--- src/rtl/console_sequencer_p.sv ---
// Board console sequencer.
// Turns slide-switch entries and debounced button presses into datapath
// instruction words {A, B, Opc, W, WE}. It issues a one-cycle Instr_Valid pulse
// for each word with WE=1. Opcodes flagged in NO_WB_MASK skip the write-back
// entry step.
module console_sequencer_p #(
    parameter int unsigned            ADDR_W     = 4,
    parameter int unsigned            OPC_W      = 3,
    parameter int unsigned            SW_W       = 4,
    parameter int unsigned            DEB_CYC    = 4,
    parameter logic [(1<<OPC_W)-1:0]  NO_WB_MASK = 8'h30
) (
    input  logic                      CLK_In,
    input  logic                      nRST_In,
    input  logic [SW_W-1:0]           User_Input0,
    input  logic [3:0]                User_Input1,
    output logic [3*ADDR_W+OPC_W:0]   Instruction,
    output logic                      Instr_Valid,
    output logic [3:0]                State
);

    localparam int unsigned IW    = 3*ADDR_W + OPC_W + 1;
    localparam int unsigned CNT_W = $clog2(DEB_CYC + 1);
    localparam logic [CNT_W-1:0] DEB_MAX = CNT_W'(DEB_CYC);

    localparam logic [3:0] BTN_ENTER = 4'b0001;
    localparam logic [3:0] BTN_ABORT = 4'b1000;

    typedef enum logic [3:0] {
        S_WAIT_REL   = 4'd0,
        S_IDLE       = 4'd1,
        S_DSAVE_A    = 4'd2,
        S_DSAVE_D    = 4'd3,
        S_DSAVE_SHOW = 4'd4,
        S_DREAD_A    = 4'd5,
        S_DREAD_SHOW = 4'd6,
        S_I_A        = 4'd8,
        S_I_B        = 4'd9,
        S_I_OP       = 4'd10,
        S_I_W        = 4'd12,
        S_I_ISSUE    = 4'd14,
        S_I_SHOW     = 4'd15
    } state_e;

    // Pack the instruction fields in output order.
    function automatic logic [IW-1:0] pack(
        input logic [ADDR_W-1:0] a,
        input logic [ADDR_W-1:0] b,
        input logic [OPC_W-1:0]  o,
        input logic [ADDR_W-1:0] w,
        input logic              we
    );
        return {a, b, o, w, we};
    endfunction

    // ------------------------------------------------------------------
    // Button debounce
    // ------------------------------------------------------------------
    logic [3:0]       btn_q;
    logic [CNT_W-1:0] run_q, run_d;
    logic             same_btn, deb_hit, enter_ev, abort_ev, rel_ok;

    // Track how long the button value has been stable. The count saturates at
    // DEB_CYC, so an accept fires only once per hold.
    assign same_btn = (User_Input1 == btn_q);

    always_comb begin
        run_d = CNT_W'(1);
        if (same_btn) begin
            run_d = (run_q == DEB_MAX) ? run_q : run_q + 1'b1;
        end
    end

    assign deb_hit  = (run_d == DEB_MAX) && !(same_btn && (run_q == DEB_MAX));
    assign enter_ev = deb_hit && (User_Input1 == BTN_ENTER);
    assign abort_ev = deb_hit && (User_Input1 == BTN_ABORT);
    assign rel_ok   = (User_Input1 == 4'b0000) && (run_d == DEB_MAX);

    // Register the last sampled button value and its stable-run length.
    always_ff @(posedge CLK_In or negedge nRST_In) begin
        if (!nRST_In) begin
            btn_q <= '0;
            run_q <= '0;
        end else begin
            btn_q <= User_Input1;
            run_q <= run_d;
        end
    end

    // ------------------------------------------------------------------
    // Sequencer
    // ------------------------------------------------------------------
    state_e            state_q, state_d, pend_q, pend_d;
    logic [ADDR_W-1:0] taddr_q, taddr_d;
    logic [ADDR_W-1:0] a_q, a_d, b_q, b_d, w_q, w_d;
    logic [OPC_W-1:0]  opc_q, opc_d;
    logic              we_q, we_d;
    logic [IW-1:0]     instr_q, instr_d;
    logic              vld_q, vld_d;
    logic              wr_now;

    // Switch bank zero-extended by one bit so that the W field
    // (switches [ADDR_W:1]) stays in range when SW_W == ADDR_W.
    logic [SW_W:0]     sw_x;
    logic [ADDR_W-1:0] sw_addr, sw_w, shown_b;
    logic [OPC_W-1:0]  sw_opc;
    logic [2:0]        sw_sel;

    assign sw_x    = {1'b0, User_Input0};
    assign sw_addr = sw_x[ADDR_W-1:0];
    assign sw_w    = sw_x[ADDR_W:1];
    assign sw_opc  = sw_x[OPC_W-1:0];
    assign sw_sel  = sw_x[3:1];
    assign shown_b = instr_q[ADDR_W+OPC_W+1 +: ADDR_W];

    // Next state, latched fields, and the word that goes on the pins in the
    // state being entered.
    always_comb begin
        state_d = state_q;
        pend_d  = pend_q;
        taddr_d = taddr_q;
        a_d     = a_q;
        b_d     = b_q;
        w_d     = w_q;
        opc_d   = opc_q;
        we_d    = we_q;
        instr_d = instr_q;
        vld_d   = 1'b0;
        wr_now  = 1'b0;

        if (abort_ev) begin
            // ABORT wins from anywhere, including a pending release.
            state_d = S_WAIT_REL;
            pend_d  = S_IDLE;
        end else begin
            case (state_q)
                S_WAIT_REL: if (rel_ok) state_d = pend_q;
                S_I_ISSUE:  state_d = S_I_SHOW;
                S_IDLE: if (enter_ev) begin
                    state_d = S_WAIT_REL;
                    case (sw_sel)
                        3'b001:  pend_d = S_DSAVE_A;
                        3'b010:  pend_d = S_DREAD_A;
                        3'b100:  pend_d = S_I_A;
                        default: pend_d = S_IDLE;
                    endcase
                end
                S_DSAVE_A: if (enter_ev) begin
                    taddr_d = sw_addr;
                    state_d = S_WAIT_REL;
                    pend_d  = S_DSAVE_D;
                end
                S_DSAVE_D: if (enter_ev) begin
                    wr_now  = 1'b1;
                    state_d = S_WAIT_REL;
                    pend_d  = S_DSAVE_SHOW;
                end
                S_DREAD_A: if (enter_ev) begin
                    taddr_d = sw_addr;
                    state_d = S_WAIT_REL;
                    pend_d  = S_DREAD_SHOW;
                end
                S_I_A: if (enter_ev) begin
                    a_d     = sw_addr;
                    state_d = S_WAIT_REL;
                    pend_d  = S_I_B;
                end
                S_I_B: if (enter_ev) begin
                    b_d     = sw_addr;
                    state_d = S_WAIT_REL;
                    pend_d  = S_I_OP;
                end
                S_I_OP: if (enter_ev) begin
                    opc_d   = sw_opc;
                    state_d = S_WAIT_REL;
                    if (NO_WB_MASK[sw_opc]) begin
                        w_d    = '0;
                        we_d   = 1'b0;
                        pend_d = S_I_ISSUE;
                    end else begin
                        pend_d = S_I_W;
                    end
                end
                S_I_W: if (enter_ev) begin
                    w_d     = sw_w;
                    we_d    = sw_x[0];
                    state_d = S_WAIT_REL;
                    pend_d  = S_I_ISSUE;
                end
                S_DSAVE_SHOW, S_DREAD_SHOW, S_I_SHOW: if (enter_ev) begin
                    state_d = S_WAIT_REL;
                    pend_d  = S_IDLE;
                end
                default: state_d = S_IDLE;
            endcase
        end

        case (state_d)
            S_WAIT_REL: begin
                if (wr_now) begin
                    // The memory write is shown for a single cycle.
                    instr_d = pack('0, sw_addr, '0, taddr_q, 1'b1);
                    vld_d   = 1'b1;
                end else if (vld_q) begin
                    // After a pulse, drop back to the echo of the written data.
                    instr_d = pack('0, shown_b, '0, '0, 1'b0);
                end
            end
            S_DSAVE_SHOW, S_DREAD_SHOW:
                instr_d = pack(taddr_d, '0, '0, '0, 1'b0);
            S_I_ISSUE: begin
                instr_d = pack(a_d, b_d, opc_d, w_d, we_d);
                vld_d   = we_d;
            end
            S_I_SHOW: begin
                // Show the result when the write clobbered one of its own operands.
                if (we_d && ((w_d == a_d) || (w_d == b_d)))
                    instr_d = pack('0, w_d, '0, '0, 1'b0);
                else
                    instr_d = pack(a_d, b_d, opc_d, w_d, 1'b0);
            end
            default:
                instr_d = pack('0, sw_addr, '0, '0, 1'b0);
        endcase
    end

    // State, latched fields, and registered outputs.
    always_ff @(posedge CLK_In or negedge nRST_In) begin
        if (!nRST_In) begin
            state_q <= S_IDLE;
            pend_q  <= S_IDLE;
            taddr_q <= '0;
            a_q     <= '0;
            b_q     <= '0;
            w_q     <= '0;
            opc_q   <= '0;
            we_q    <= 1'b0;
            instr_q <= '0;
            vld_q   <= 1'b0;
        end else begin
            state_q <= state_d;
            pend_q  <= pend_d;
            taddr_q <= taddr_d;
            a_q     <= a_d;
            b_q     <= b_d;
            w_q     <= w_d;
            opc_q   <= opc_d;
            we_q    <= we_d;
            instr_q <= instr_d;
            vld_q   <= vld_d;
        end
    end

    assign Instruction = instr_q;
    assign Instr_Valid = vld_q;
    assign State       = state_q;

endmodule
--- config.mk ---
export PLATFORM = sky130hd
export DESIGN_NAME = console_sequencer_p
export DESIGN_NICKNAME = d
export VERILOG_FILES = /design/src/rtl/console_sequencer_p.sv
export SDC_FILE = /design/constraint.sdc
export NUM_CORES = 1
export LEC_CHECK = 0
export ABC_AREA = 1
export BUFFER_PORTS_ARGS = -buffer_cell sky130_fd_sc_hd__buf_4
export CORE_MARGIN = 4
export CORE_UTILIZATION = 49
export CTS_CLUSTER_DIAMETER = 30
export DETAILED_ROUTE_END_ITERATION = 10
export PLACE_DENSITY = 0.66
export SYNTH_ARGS = -nofsm -noshare
export SYNTH_HDL_FRONTEND = slang
export SYNTH_SLANG_ARGS = --single-unit
--- constraint.sdc ---
create_clock -name CLK_In -period 4.5 [get_ports CLK_In]
set_clock_uncertainty 0.05 [all_clocks]
set_input_delay 0.675 -clock CLK_In [delete_from_list [all_inputs] [get_ports CLK_In]]
set_output_delay 0.675 -clock CLK_In [all_outputs]
set_load 0.02 [all_outputs]
# After elaboration in Yosys (flattened, before gate mapping)
# Memory sizes are Yosys's and may differ from the RTL's.
# Index checks and enable logic that the tools add are counted.
dict set report word_totals {
  reg_bits 52
  romBits 8
  output_inout_bits 21
  wordCells 121
  mem_count 1
}
# memory words width read_ports rd_ports_with_merged_regs wr line_no
set memory_table {}
lappend memory_table {{(no name shown)} 8 1 1 0 0 176} ;# if (NO_WB_MASK[sw_opc]) begin
dict set report classes {
  n_addsub 1
  order_cmp 1
  n_eq_ne 37
  muxes 51
  n_reduce_logical 17
}
# cell count
set ops {}
lappend ops {{4-bit 2-to-1 mux} 26}
lappend ops {{16-bit one-hot mux with 4 select lines} 1}
lappend ops {{16-bit 2-to-1 mux} 3}
lappend ops {{4-bit equality test (second input constant)} 9}
lappend ops {{4-bit one-hot mux with 9 select lines} 1}
lappend ops {{3-bit inequality test (second input constant)} 10}
lappend ops {{4-bit one-hot mux with 3 select lines} 2}
lappend ops {{4-bit by 3-bit equality test with 1-bit output (second input constant)} 5}
lappend ops {{3-bit 2-to-1 mux} 5}
lappend ops {{4-bit equality test} 3}
lappend ops {{4-bit zero test} 3}
lappend ops {{11-bit OR reduction} 1}
lappend ops {{10-bit AND reduction} 1}
lappend ops {{10-bit nonzero test} 1}
lappend ops {{3-bit equality test (second input constant)} 3}
lappend ops {{1-bit 2-to-1 mux} 9}
lappend ops {{4-bit by 1-bit equality test with 1-bit output (second input constant)} 2}
lappend ops {{4-bit by 2-bit equality test with 1-bit output (second input constant)} 2}
lappend ops {{4-bit one-hot mux with 2 select lines} 1}
lappend ops {{1-bit logical AND} 6}
lappend ops {{3-bit by 4-bit less-than comparator with 1-bit output (second input constant)} 1}
lappend ops {{1-bit one-hot mux with 2 select lines} 2}
lappend ops {{2-bit OR reduction} 2}
lappend ops {{3-bit by 1-bit adder with 3-bit output (second input constant)} 1}
lappend ops {{other kinds (7)} 7}

# Logic depth before layout (Yosys ltp)
# Gate-level depths: netlist of run 1.
dict set report logic_depth {
  word_depth 14
  mapped_depth 22
  ltp_nobuf 22
}

# Worst setup path before layout of run 1
# OpenSTA, ideal clock, no wires.
dict set report synth_path {
  path_type {register to register}
  from {reg run_q[0]}
  to {reg instr_q[3], in the netlist Instruction[3]}
  setup_ns 0.121
  arrival_time_ns 2.390
  slack_ns 1.940
  path_stages_with_launch 22
  synth_period_minus_slack_ns 2.560
  path_cell_list {dfrtp_1 > inv_1 > ha_1 > nand2_4 > xor2_2 > nand2_2 > nor2_8 > nand3_2 > nand2_2 > inv_2 > nand3_2 > nand2_2 > nand2_1 > nand2_1 > nor2_2 > nand2_2 > nand2_4 > nand3_4 > nand2_8 > inv_6 > nand2_2 > nand3_2}
}
dict set report synth_via {
  elab_chain_len 14
  word_cells_on_any_way 46
}
# item line_no
set synth_lines {}
lappend synth_lines {{start: declaration} 60} ;# logic [CNT_W-1:0] run_q, run_d;
lappend synth_lines {{start signal: assignment} 86} ;# run_q <= run_d;
lappend synth_lines {{3-bit by 1-bit adder with 3-bit output or 3-bit equality test (tied branches)} {70, 74}}
lappend synth_lines {{3-bit 2-to-1 mux} 70} ;# run_d = (run_q == DEB_MAX) ? run_q : run_q + 1'b1;
lappend synth_lines {{3-bit 2-to-1 mux} 69} ;# if (same_btn) begin
lappend synth_lines {{3-bit equality test} {74, 77}}
lappend synth_lines {{1-bit logical AND} 74} ;# assign deb_hit = (run_d == DEB_MAX) && !(same_btn && (run_q == DEB_MAX));
lappend synth_lines {{1-bit logical AND} 75} ;# assign enter_ev = deb_hit && (User_Input1 == BTN_ENTER);
lappend synth_lines {{4-bit 2-to-1 mux (on tied branches)} -}
lappend synth_lines {{4-bit one-hot mux with 2 select lines or 4-bit 2-to-1 mux (tied branches)} 136} ;# case (state_q)
lappend synth_lines {{4-bit 2-to-1 mux} 131} ;# if (abort_ev) begin
lappend synth_lines {{4-bit equality test} 217} ;# if (we_d && ((w_d == a_d) || (w_d == b_d)))
lappend synth_lines {{1-bit logical OR} 217}
lappend synth_lines {{1-bit logical AND} 217}
lappend synth_lines {{16-bit 2-to-1 mux} 217}
lappend synth_lines {{16-bit one-hot mux with 4 select lines} 198} ;# case (state_d)
lappend synth_lines {{end signal: assignment} 249} ;# instr_q <= instr_d;
lappend synth_lines {{end: declaration} 98} ;# logic [IW-1:0] instr_q, instr_d;
# Several ways; a longest one is shown, not always the timed one.
# A chain may end at the register's enable or synchronous reset.

# Worst setup path in the final report of run 1
dict set report layout_path {
  from {reg run_q[0]}
  to {reg instr_q[4], in the netlist Instruction[4]}
}
# The elaborated chain is that of the path after synthesis.

==> reports/metrics.cfg, run 1 <==
[setup_path]
crit_path_top_delay_cell = sky130_fd_sc_hd__dfrtp_1
crit_end_element = flip-flop
critPathTopFamily = simple AND/OR/NAND/NOR gates
critical_path_class = flip-flop to flip-flop
crit_path_cell_trace = inv_1, ha_1, nand2_4, xor2_2, nand2_2, nor2_8, nand3_4, nand3_1, o211ai_1, nand2_1, nand4_2, nor2_4, inv_2, nor2_4, nand2_1, o211ai_2
critPathRequiredTime_ps = 4690
critPathMaxFanout = 12
cp_num_buf_inv = 2
critical-path-max-stage-delay_ps = 390
cp.arrival_ps = 3120
critPathLaunchType = flip-flop

[logic_synthesis]
post_synth_inst_count = 413
edff_count_synth = 0
syn-cell-area_um2 = 3230
synth_adder_area_share_pct = 0.776
synth-warning-count = 0
number_of_storage_elements_in_the_synthesis_netlist = 52
synth_async_sr_flop_share_pct = 100
synth_top_family_by_area = simple AND/OR/NAND/NOR gates
postSynthNetCount = 425
post_synthesis_xor_xnor_area_fraction_pct = 0.504
yosysSeqAreaShare_pct = 40.4
mux_share_of_post_synthesis_cell_area_pct = 0
synth_compound_area_share_pct = 7.64
yosys.area_share.simple_pct = 40.8
postSynth.topFlopCell = sky130_fd_sc_hd__dfrtp_1
yosysUniqueCellTypes = 37
synth.avg_cell_area_um2 = 7.81

[clock_tree]
post_cts_resize_count = 0
max-clock-path-buffers = 2
clk-insertion-delay-late_ps = 310
cts.reportedPaths.clkPinSlew_ps = 100
holdBufCountCts = 0
cts_num_sinks = 52
cts_inserted_buffers = 5
htree_num_levels = 2
cts_setup_buffers = 0
clock_tree.root_cell = sky130_fd_sc_hd__clkbuf_8
cts_tree = built

[floorplanning]
die_width_um = 89.1
fp.dieH_um = 89.1
pin_count = 31
floorplan.initialDensity_pct = 50.5
design.die.area_um2 = 7950
rows = 29
fp.coreArea_um2 = 6390

[finish]
final-instance-count-excl-fill = 527
number_of_diodes_added_for_antenna_fixing = 0
drive_above_1_share_pct = 27.8
design.final.nets = 461
fill_cell_total_of_the_finished_layout = 602
area.growth.synth_to_final_pct = 12.6

[grt]
first_pass_grt_wire_length_um = 12800
number_of_global_route_vias_before_repair = 2671
total_overflow_reported_by_the_global_router = 0
initial_antenna_violation_count = 0
grt_util_all_layers_pct = 20.8
pin_count_of_the_biggest_net_entering_global_routing = 53

[timing]
tightestPinTransition_ps = 649
layout_min_cycle_time_ps = 2930
finalMaxSlewViolations = 0
tns_ps = 0
final.hold.worst_slack_ps = 331
grt_setup_unrepaired = no
report.final.setup_viol = 0
crit_share_post_route_pct = 65.1
maxClockFrequency_mhz = 341
hold_viol = 0
max_slew_margin_pct = 56.8

[routing]
drt_wl_total_um = 7500
drtIter0Drc = 145
drt.antenna.violating_nets = 0
vias = 2717
pre_repair_dr_iteration_count = 4
detail_route.drc_violations = 0
average_detailed_routed_wire_length_per_instance_um = 14.2
via_per_inst = 5.16

[placement]
placedCellCount = 519
portBuffers = 30
place_congestion = 0.988
place.detailed.hpwl_um = 5900

[outcome]
result_of_the_run = complete, no violations

[power]
cellLeakagePower_nw = 1.97
power.ir.vdd_worst_v = 0.000175
total_power_divided_by_cell_area_nw_per_um2 = 279
design_power_total_w = 0.00101

[flow_run]
count_of_maximum_capacitance_violations = 0

[worst_hold_path]
hold_path.class = primary input to async pin

==> per-layer routing <==
| layer | track usage (%) | vias to the layer above | wire (um) |
|---|---|---|---|
| li1 | - | 1372 | - |
| met1 | 28.1 | 1280 | 3360 |
| met2 | 34.8 | 54 | 3670 |
| met3 | 2.76 | 11 | 345 |
| met4 | 6.22 | 0 | 128 |
| met5 | 0 | - | 0 |
==> power by group <==
group | switching, W | leakage, nW | internal, W
combinational | 0.000140 | 1.25 | 0.0000787
sequential | 0.0000151 | 0.660 | 0.000493
clock | 0.000161 | 0.0516 | 0.000126
total | 0.000316 | 1.97 | 0.000698
==> cell usage in the layout (no fill, tap or decap) <==
cell type	count
sky130_fd_sc_hd__buf_4	30
sky130_fd_sc_hd__nand4_2	3
sky130_fd_sc_hd__o211ai_2	5
sky130_fd_sc_hd__nand2_8	1
sky130_fd_sc_hd__clkinv_1	2
sky130_fd_sc_hd__nor2_8	1
sky130_fd_sc_hd__o31ai_1	1
sky130_fd_sc_hd__nand2_1	106
sky130_fd_sc_hd__dfstp_2	2
sky130_fd_sc_hd__nor2_2	4
sky130_fd_sc_hd__nand2_2	27
sky130_fd_sc_hd__ha_1	2
sky130_fd_sc_hd__clkbuf_8	6
sky130_fd_sc_hd__nand4_1	10
sky130_fd_sc_hd__inv_6	2
sky130_fd_sc_hd__nor2_4	5
sky130_fd_sc_hd__nor2_1	25
sky130_fd_sc_hd__inv_2	15
sky130_fd_sc_hd__nand3_4	4
sky130_fd_sc_hd__o22ai_1	5
sky130_fd_sc_hd__o21ai_0	12
sky130_fd_sc_hd__o211ai_1	1
sky130_fd_sc_hd__clkinv_2	2
sky130_fd_sc_hd__a21oi_1	4
sky130_fd_sc_hd__o21ai_1	1
sky130_fd_sc_hd__a32oi_1	1
sky130_fd_sc_hd__or2_1	4
sky130_fd_sc_hd__nand2_4	2
sky130_fd_sc_hd__dfrtp_1	50
sky130_fd_sc_hd__o21ai_2	4
sky130_fd_sc_hd__o41ai_1	1
sky130_fd_sc_hd__xor2_2	1
sky130_fd_sc_hd__nor3_2	2
sky130_fd_sc_hd__inv_1	61
sky130_fd_sc_hd__nor3_1	5
sky130_fd_sc_hd__nand4_4	1
sky130_fd_sc_hd__nand3_2	8
sky130_fd_sc_hd__nand3_1	34
==> worst register-to-register path: cells and delay by family (launching register included) <==
family / cells / cell delay, ps
fa+ha+maj: 1 / 200
simple gates: 10 / 1660
compound gates: 2 / 180
xor+xnor: 1 / 180
buf+inv: 2 / 200
flops: 1 / 390
==> registers in the layout, indices dropped and copies added (netlist names) <==
| register | cells |
|---|---|
| Instruction | 16 |
| State | 4 |
| a_q | 4 |
| b_q | 4 |
| btn_q | 4 |
| pend_q | 4 |
| taddr_q | 4 |
| w_q | 4 |
| opc_q | 3 |
| run_q | 3 |
| Instr_Valid | 1 |
| we_q | 1 |
==> through the flow <==
step	util, %	instance area, um2	setup slack, ps
2_1_floorplan	-	3230	1940
3_3_place_gp	55.4	3540	1480
3_5_place_dp	55.4	3540	1450
4_1_cts	56.9	3630	1510
5_1_grt	56.9	3630	1260
6_report	56.9	3630	1570
==> area by class of cell <==
class	instances	area (um2)	share of cell area [%]
well taps	77	96.3	2.65
clock inverters	2	13.8	0.379
flip-flops and latches	52	1300	35.9
repair buffers	30	225	6.20
multi-input cells	280	1600	44.2
inverters	80	307	8.44
clock buffers	6	82.6	2.27
==> cell families (layout without fill, tap and decap cells) <==
family | count (synthesis) | in the layout
XOR/XNOR | 1 | 1
AO/OA/AOI/OAI | 35 | 35
flip-flops | 52 | 52
AND/OR/NAND/NOR | 242 | 242
buffers and inverters | 81 | 118
adder cells (fa/ha/maj) | 2 | 2
==> synth_stat cells, types with 5 or more instances <==
cell / number / area share (%)
sky130_fd_sc_hd__nand4_1: 10 / 1.9
sky130_fd_sc_hd__dfrtp_1: 50 / 39
sky130_fd_sc_hd__inv_2: 15 / 1.7
sky130_fd_sc_hd__inv_1: 61 / 7.1
sky130_fd_sc_hd__o21ai_0: 12 / 1.9
sky130_fd_sc_hd__nand3_2: 8 / 2.5
sky130_fd_sc_hd__nor3_1: 5 / 0.78
sky130_fd_sc_hd__nand2_1: 106 / 12
sky130_fd_sc_hd__nand3_1: 34 / 5.3
sky130_fd_sc_hd__o22ai_1: 5 / 0.97
sky130_fd_sc_hd__nor2_4: 5 / 1.7
sky130_fd_sc_hd__o211ai_2: 5 / 1.9
sky130_fd_sc_hd__nor2_1: 25 / 2.9
sky130_fd_sc_hd__nand2_2: 27 / 5.2
==> path summary, 6_finish.rpt <==
path                                     start  cells past startpoint  slack (ps)             end
worst max-delay path                  run_q[0]                     16        1570  Instruction[4]
max in group asynchronous              nRST_In                      1        3640        btn_q[1]
worst max register to register        run_q[0]                     16        1570  Instruction[4]
worst min-delay path                   nRST_In                      1         330        opc_q[1]
min in group CLK_In             Instruction[7]                      2         440  Instruction[7]
worst min register to register  Instruction[7]                      2         440  Instruction[7]
No activity file was read; power rests on OpenSTA's default activity.
==> run 2: changes to the inputs <==
==> constraint.sdc (replaced) <==
create_clock -name CLK_In -period 2.75 [get_ports CLK_In]
set_clock_uncertainty 0.05 [all_clocks]
set_input_delay 0.4125 -clock CLK_In [delete_from_list [all_inputs] [get_ports CLK_In]]
set_output_delay 0.4125 -clock CLK_In [all_outputs]
set_load 0.02 [all_outputs]
==> reports/metrics.cfg, run 2 (synthesis results as in run 1) <==
[outcome]
result_of_the_run = complete, but fails checks  ; was complete, no violations
failed_checks = setup timing

[timing]
grt_setup_unrepaired = yes  ; was no
worst_setup_slack_after_layout_ps = -102  ; was 1570 ps
maxClockFrequency_mhz = 351  ; was 341 MHz
layout_min_cycle_time_ps = 2850  ; was 2930 ps
crit_share_post_route_pct = 104  ; was 65.1%
final.hold.worst_slack_ps = 80.3  ; was 331 ps
max_slew_margin_pct = 54.9  ; was 56.8%
finalMaxSlewViolations = 0  ; unchanged
report.final.setup_viol = 15  ; was 0
tightestPinTransition_ps = 677  ; was 649 ps
hold_viol = 0  ; unchanged

[setup_path]
crit_end_element = flip-flop  ; unchanged
critical_path_class = flip-flop to flip-flop  ; unchanged
critPathMaxFanout = 8  ; was 12
reg2reg_slack_ps = -100  ; was 1570 ps
critPathRequiredTime_ps = 2900  ; was 4690 ps
cp.arrival_ps = 3010  ; was 3120 ps
critPathLaunchType = flip-flop  ; unchanged

[placement]
place.detailed.hpwl_um = 6350  ; was 5900 um
post-place-ws_ps = 2.20  ; was 1450 ps
portBuffers = 30  ; unchanged
place_congestion = 0.947  ; was 0.988
placedCellCount = 536  ; was 519

[routing]
via_per_inst = 5.26  ; was 5.16
pre_repair_dr_iteration_count = 5  ; was 4
average_detailed_routed_wire_length_per_instance_um = 15.4  ; was 14.2 um
vias = 2938  ; was 2717
drt_wl_total_um = 8610  ; was 7500 um
drt.antenna.violating_nets = 0  ; unchanged
drtIter0Drc = 149  ; was 145
detail_route.drc_violations = 0  ; unchanged

[floorplanning]
rows = 29  ; unchanged
pin_count = 31  ; unchanged
floorplan.initialDensity_pct = 50.5  ; unchanged
fp.coreArea_um2 = 6390  ; unchanged
fp.dieH_um = 89.1  ; unchanged
die_width_um = 89.1  ; unchanged
design.die.area_um2 = 7950  ; unchanged

[clock_tree]
cts_tree = built  ; unchanged
htree_num_levels = 2  ; unchanged
clk-insertion-delay-late_ps = 310  ; about the same
cts_num_sinks = 52  ; unchanged
max-clock-path-buffers = 2  ; unchanged
holdBufCountCts = 0  ; unchanged
cts.reportedPaths.clkPinSlew_ps = 100  ; about the same
clock_tree.root_cell = sky130_fd_sc_hd__clkbuf_8  ; unchanged
cts_inserted_buffers = 5  ; unchanged

[power]
cellLeakagePower_nw = 2.18  ; was 1.97 nW
power.ir.vdd_worst_v = 0.000328  ; was 0.000175 V
total_power_divided_by_cell_area_nw_per_um2 = 429  ; was 279 nW/um2

[finish]
final-instance-count-excl-fill = 559  ; was 527
layout.cells.most_common = sky130_fd_sc_hd__nand2_1  ; unchanged
area.growth.synth_to_final_pct = 27.4  ; was 12.6%
design.final.nets = 493  ; was 461
drive_above_1_share_pct = 38.8  ; was 27.8%
number_of_diodes_added_for_antenna_fixing = 0  ; unchanged
most-common-layout-cells = sky130_fd_sc_hd__nand2_1, sky130_fd_sc_hd__inv_1, sky130_fd_sc_hd__buf_4  ; was sky130_fd_sc_hd__nand2_1, sky130_fd_sc_hd__inv_1, sky130_fd_sc_hd__dfrtp_1
largest_register_ffs = 16  ; unchanged

[grt]
initial_antenna_violation_count = 0  ; unchanged
grt_util_all_layers_pct = 22.8  ; was 20.8%
number_of_global_route_vias_before_repair = 2835  ; was 2671
pin_count_of_the_biggest_net_entering_global_routing = 53  ; unchanged
first_pass_grt_wire_length_um = 13800  ; was 12800 um
total_overflow_reported_by_the_global_router = 0  ; unchanged

[flow_run]
count_of_maximum_capacitance_violations = 0  ; unchanged

[worst_hold_path]
hold_path.class = primary input to async pin  ; unchanged

-- run 2: critical path, stage by stage (launching register included) --
cell and delay [ps]:
sky130_fd_sc_hd__dfrtp_1 410, sky130_fd_sc_hd__inv_2 90, sky130_fd_sc_hd__ha_4 140, sky130_fd_sc_hd__nand2_4 60, sky130_fd_sc_hd__xor2_2 190, sky130_fd_sc_hd__nand2_2 140
sky130_fd_sc_hd__nor2_8 240, sky130_fd_sc_hd__nand4_4 250, sky130_fd_sc_hd__o21ai_4 250, sky130_fd_sc_hd__inv_1 60, sky130_fd_sc_hd__nand2_1 60, sky130_fd_sc_hd__nand2_1 60
sky130_fd_sc_hd__nor2_2 130, sky130_fd_sc_hd__nand2_2 90, sky130_fd_sc_hd__nand2_4 90, sky130_fd_sc_hd__nand3_4 120, sky130_fd_sc_hd__nand2_8 150, sky130_fd_sc_hd__inv_8 50
sky130_fd_sc_hd__nand2_2 50, sky130_fd_sc_hd__nand3_2 50
-- run 2: final timing paths --
kind / end / from / cells past startpoint
hold reg to reg: Instruction[6] / Instruction[6] / 2
setup / recovery: Instruction[2] / run_q[0] / 19
max in group asynchronous: b_q[0] / nRST_In / 1
setup reg to reg: Instruction[2] / run_q[0] / 19
min in group CLK_In: btn_q[1] / User_Input1[1] / 1
hold / removal: btn_q[1] / nRST_In / 1
-- run 2: metal layers --
| metal | GRT usage, % | part of all wire (%) | up-vias |
|---|---|---|---|
| li1 | - | - | 1452 |
| met1 | 31.8 | 45 | 1386 |
| met2 | 37.1 | 50 | 89 |
| met3 | 3.59 | 4.8 | 11 |
| met4 | 5.82 | 1.1 | 0 |
| met5 | 0 | 0 | - |
-- run 2: report_power, final --
group / leakage (nW) / switching [W] / internal (W)
Clock: 0.0516 / 0.000274 / 0.000207
Sequential: 0.660 / 0.0000225 / 0.000807
Combinational: 1.47 / 0.000266 / 0.000189
Total: 2.18 / 0.000562 / 0.00120
-- run 2: metrics by stage --
step	TNS, ps	utilization, %	total power (W)	instance area, um2
2_1_floorplan	0	-	0.00109	3230
4_1_cts	0	59.4	0.00173	3790
3_5_place_dp	0	57.6	0.00124	3680
3_3_place_gp	0	57.6	0.00124	3680
6_report	-956	64.4	0.00177	4110
5_1_grt	-4100	64.4	0.00186	4110
-- run 2: timing repair --
item	in CTS	in global routing
gates resized for setup	3	46
endpoints found under the setup margin	8	16
cloned	0	1
setup buffers	0	14
pin swaps	2	24
-- run 2: final cells by class --
class                      count  area [um2]
fill                         549        2280
multi-input combinational    280        1790
sequential                    52        1300
timing repair buffer          62         512
inverter                      80         312
tap                           77        96.3
clock buffer                   6        82.6
clock inverter                 2        13.8
==> run 3: changes to the inputs <==
--- a/config.mk
+++ b/config.mk
@@ -7,11 +7,14 @@
 export LEC_CHECK = 0
 export ABC_AREA = 1
 export BUFFER_PORTS_ARGS = -buffer_cell sky130_fd_sc_hd__buf_4
+export CELL_PAD_IN_SITES_DETAIL_PLACEMENT = 0
+export CELL_PAD_IN_SITES_GLOBAL_PLACEMENT = 2
 export CORE_MARGIN = 4
-export CORE_UTILIZATION = 49
+export CORE_UTILIZATION = 35
 export CTS_CLUSTER_DIAMETER = 30
 export DETAILED_ROUTE_END_ITERATION = 10
-export PLACE_DENSITY = 0.66
+export PLACE_DENSITY = 0.78
+export SKIP_LAST_GASP = 1
 export SYNTH_ARGS = -nofsm -noshare
 export SYNTH_HDL_FRONTEND = slang
 export SYNTH_SLANG_ARGS = --single-unit
==> reports/metrics.cfg, run 3 (synthesis results as in run 1) <==
[floorplanning]
pin_count = 31  ; unchanged
floorplan.initialDensity_pct = 36.5  ; was 50.5%
die_width_um = 104  ; was 89.1 um
rows = 34  ; was 29
fp.dieH_um = 104  ; was 89.1 um
design.die.area_um2 = 10800  ; was 7950 um2
fp.coreArea_um2 = 8850  ; was 6390 um2

[finish]
drive_above_1_share_pct = 36.9  ; was 38.8%
final_cell_area_um2 = 4080  ; was 4110 um2
layout.cells.most_common = sky130_fd_sc_hd__nand2_1  ; unchanged
largest_register_ffs = 16  ; unchanged
design.final.nets = 491  ; was 493
most-common-layout-cells = sky130_fd_sc_hd__nand2_1, sky130_fd_sc_hd__inv_1, sky130_fd_sc_hd__buf_4  ; unchanged
area.growth.synth_to_final_pct = 26.4  ; was 27.4%
number_of_diodes_added_for_antenna_fixing = 0  ; unchanged

[setup_path]
critPathLaunchType = flip-flop  ; unchanged
crit_end_element = flip-flop  ; unchanged
crit_path_cell_trace = inv_2, ha_4, nand2_4, xor2_2, nand2_2, nor2_8, buf_12, nand3_4, nor2_4, nand2_2, nand2_2, inv_2, nand2_1, nand2_1, nor2_1, nand2_2, nand2_4, nand3_4, nand2_8, inv_8, nand2_2, nand3_2  ; was inv_2, ha_4, nand2_4, xor2_2, nand2_2, nor2_8, nand4_4, o21ai_4, inv_1, nand2_1, nand2_1, nor2_2, nand2_2, nand2_4, nand3_4, nand2_8, inv_8, nand2_2, nand3_2
cp.arrival_ps = 2900  ; was 3010 ps
critPathMaxFanout = 7  ; was 8
crit_path_top_delay_cell = sky130_fd_sc_hd__dfrtp_1  ; unchanged
timing.rr.start = run_q[1]  ; was run_q[0]
critical-path-max-stage-delay_ps = 410  ; about the same
reg2reg_slack_ps = 20  ; was -100 ps
r2r_end = Instruction[2]  ; unchanged
timing.critical_path.to = Instruction[2]  ; unchanged
timing.critical_path.mode_cell = sky130_fd_sc_hd__nand2_2  ; unchanged
crit_path_start = run_q[1]  ; was run_q[0]
worst-r2r-cell-count = 22  ; was 19
critical_path_class = flip-flop to flip-flop  ; unchanged
critPathRequiredTime_ps = 2920  ; was 2900 ps

[placement]
place_congestion = 0.845  ; was 0.947
portBuffers = 30  ; unchanged
place.detailed.hpwl_um = 6750  ; was 6350 um
dpl_cell_area_um2 = 3760  ; was 3680 um2

[routing]
drtIter0Drc = 89  ; was 149
via_per_inst = 4.81  ; was 5.26
average_detailed_routed_wire_length_per_instance_um = 15.1  ; was 15.4 um
pre_repair_dr_iteration_count = 4  ; was 5
drt.antenna.violating_nets = 0  ; unchanged
detail_route.drc_violations = 0  ; unchanged
drt_wl_total_um = 8910  ; was 8610 um
vias = 2831  ; was 2938

[clock_tree]
clock_tree.root_cell = sky130_fd_sc_hd__clkbuf_8  ; unchanged
cts.reportedPaths.clkPinSlew_ps = 110  ; was 100 ps
cts_inserted_buffers = 5  ; unchanged
max-clock-path-buffers = 2  ; unchanged
holdBufCountCts = 0  ; unchanged
cts_tree = built  ; unchanged
htree_num_levels = 2  ; unchanged
cts_num_sinks = 52  ; unchanged
clk-insertion-delay-late_ps = 320  ; was 310 ps

[worst_hold_path]
hold_path.class = primary input to async pin  ; unchanged

[timing]
max_slew_margin_pct = 52.5  ; was 54.9%
crit_share_post_route_pct = 99.3  ; was 104%
hold_viol = 0  ; unchanged
grt_setup_unrepaired = yes  ; unchanged
tightestPinTransition_ps = 713  ; was 677 ps
finalMaxSlewViolations = 0  ; unchanged
layout_min_cycle_time_ps = 2730  ; was 2850 ps
report.final.setup_viol = 0  ; was 15
maxClockFrequency_mhz = 366  ; was 351 MHz

[grt]
use_met3_pct = 2.30  ; was 3.59%
groute.layer.met2.usage_pct = 27.1  ; was 37.1%
total_overflow_reported_by_the_global_router = 0  ; unchanged
initial_antenna_violation_count = 0  ; unchanged
grt_most_used_layer = met2  ; unchanged
grt_util_all_layers_pct = 17.1  ; was 22.8%
pin_count_of_the_biggest_net_entering_global_routing = 53  ; unchanged
first_pass_grt_wire_length_um = 14900  ; was 13800 um
global_route.usage.met1_pct = 25.0  ; was 31.8%
number_of_global_route_vias_before_repair = 2790  ; was 2835

[power]
total_power_divided_by_cell_area_nw_per_um2 = 424  ; was 429 nW/um2
design_power_total_w = 0.00173  ; was 0.00177 W
power.ir.vdd_worst_v = 0.000347  ; was 0.000328 V
cellLeakagePower_nw = 2.13  ; was 2.18 nW

[flow_run]
count_of_maximum_capacitance_violations = 0  ; unchanged

[outcome]
result_of_the_run = complete, no violations  ; was complete, but fails checks

[run 3: stage by stage]
step / setup TNS, ps / hold slack, ps / util [%] / instances / setup slack [ps]
after floorplan: 0 / 66.9 / - / 413 / 190
after global routing: -2160 / 120 / 46.1 / 588 / -195
final: 0 / 71.0 / 46.1 / 588 / 17.9
after global placement: -17.1 / 417 / 42.5 / 573 / -17.1
after CTS: 0 / 106 / 44.5 / 584 / 8.18
after detailed placement: -49.9 / 423 / 42.5 / 573 / -46.8
[run 3: layout make-up]
cell class	count	area, um2
inverters	80	309
multi-input cells	280	1760
well taps	108	135
fillers	909	4770
repair buffers	60	475
clock inverters	3	25.0
flip-flops and latches	52	1310
clock buffers	5	68.8
[run 3: critical path: cells and delay by family, from the launching register on]
family / cells / cell delay (ps)
xor gates and xnor gates: 1 / 160
adders and majority gates: 1 / 140
buffers and inverters: 4 / 310
DFF: 1 / 410
and+or+nand+nor: 16 / 1570
[run 3: worst min-delay path by stage]
stage	slack [ps]	start	to
after floorplan	70	nRST_In	Instr_Valid
after detailed placement	420	Instruction[6]	Instruction[6]
after CTS	110	nRST_In	btn_q[3]
after global placement	420	Instruction[7]	Instruction[7]
final	70	nRST_In	btn_q[3]
after global routing	120	nRST_In	btn_q[3]
[run 3: report_power, final]
part | leakage [nW] | internal [W] | switching (W) | total [W]
clock network | 0.0452 | 0.000186 | 0.000291 | 0.000477
registers | 0.659 | 0.000807 | 0.0000257 | 0.000833
logic | 1.42 | 0.000168 | 0.000251 | 0.000419
total | 2.13 | 0.00116 | 0.000568 | 0.00173
[run 3: per-layer routing]
layer | up-vias | wire length (um)
met5 | - | 0
met4 | 0 | 45
met3 | 6 | 322
met2 | 47 | 4260
met1 | 1329 | 4280
li1 | 1449 | -
[run 3: repair_timing]
| action | CTS | global route |
|---|---|---|
| pin swaps | 11 | 13 |
| gates resized for setup | 10 | 28 |
| setup buffers | 3 | 4 |
| hold endpoints to repair | 0 | 0 |
| setup endpoints to repair | 9 | 16 |
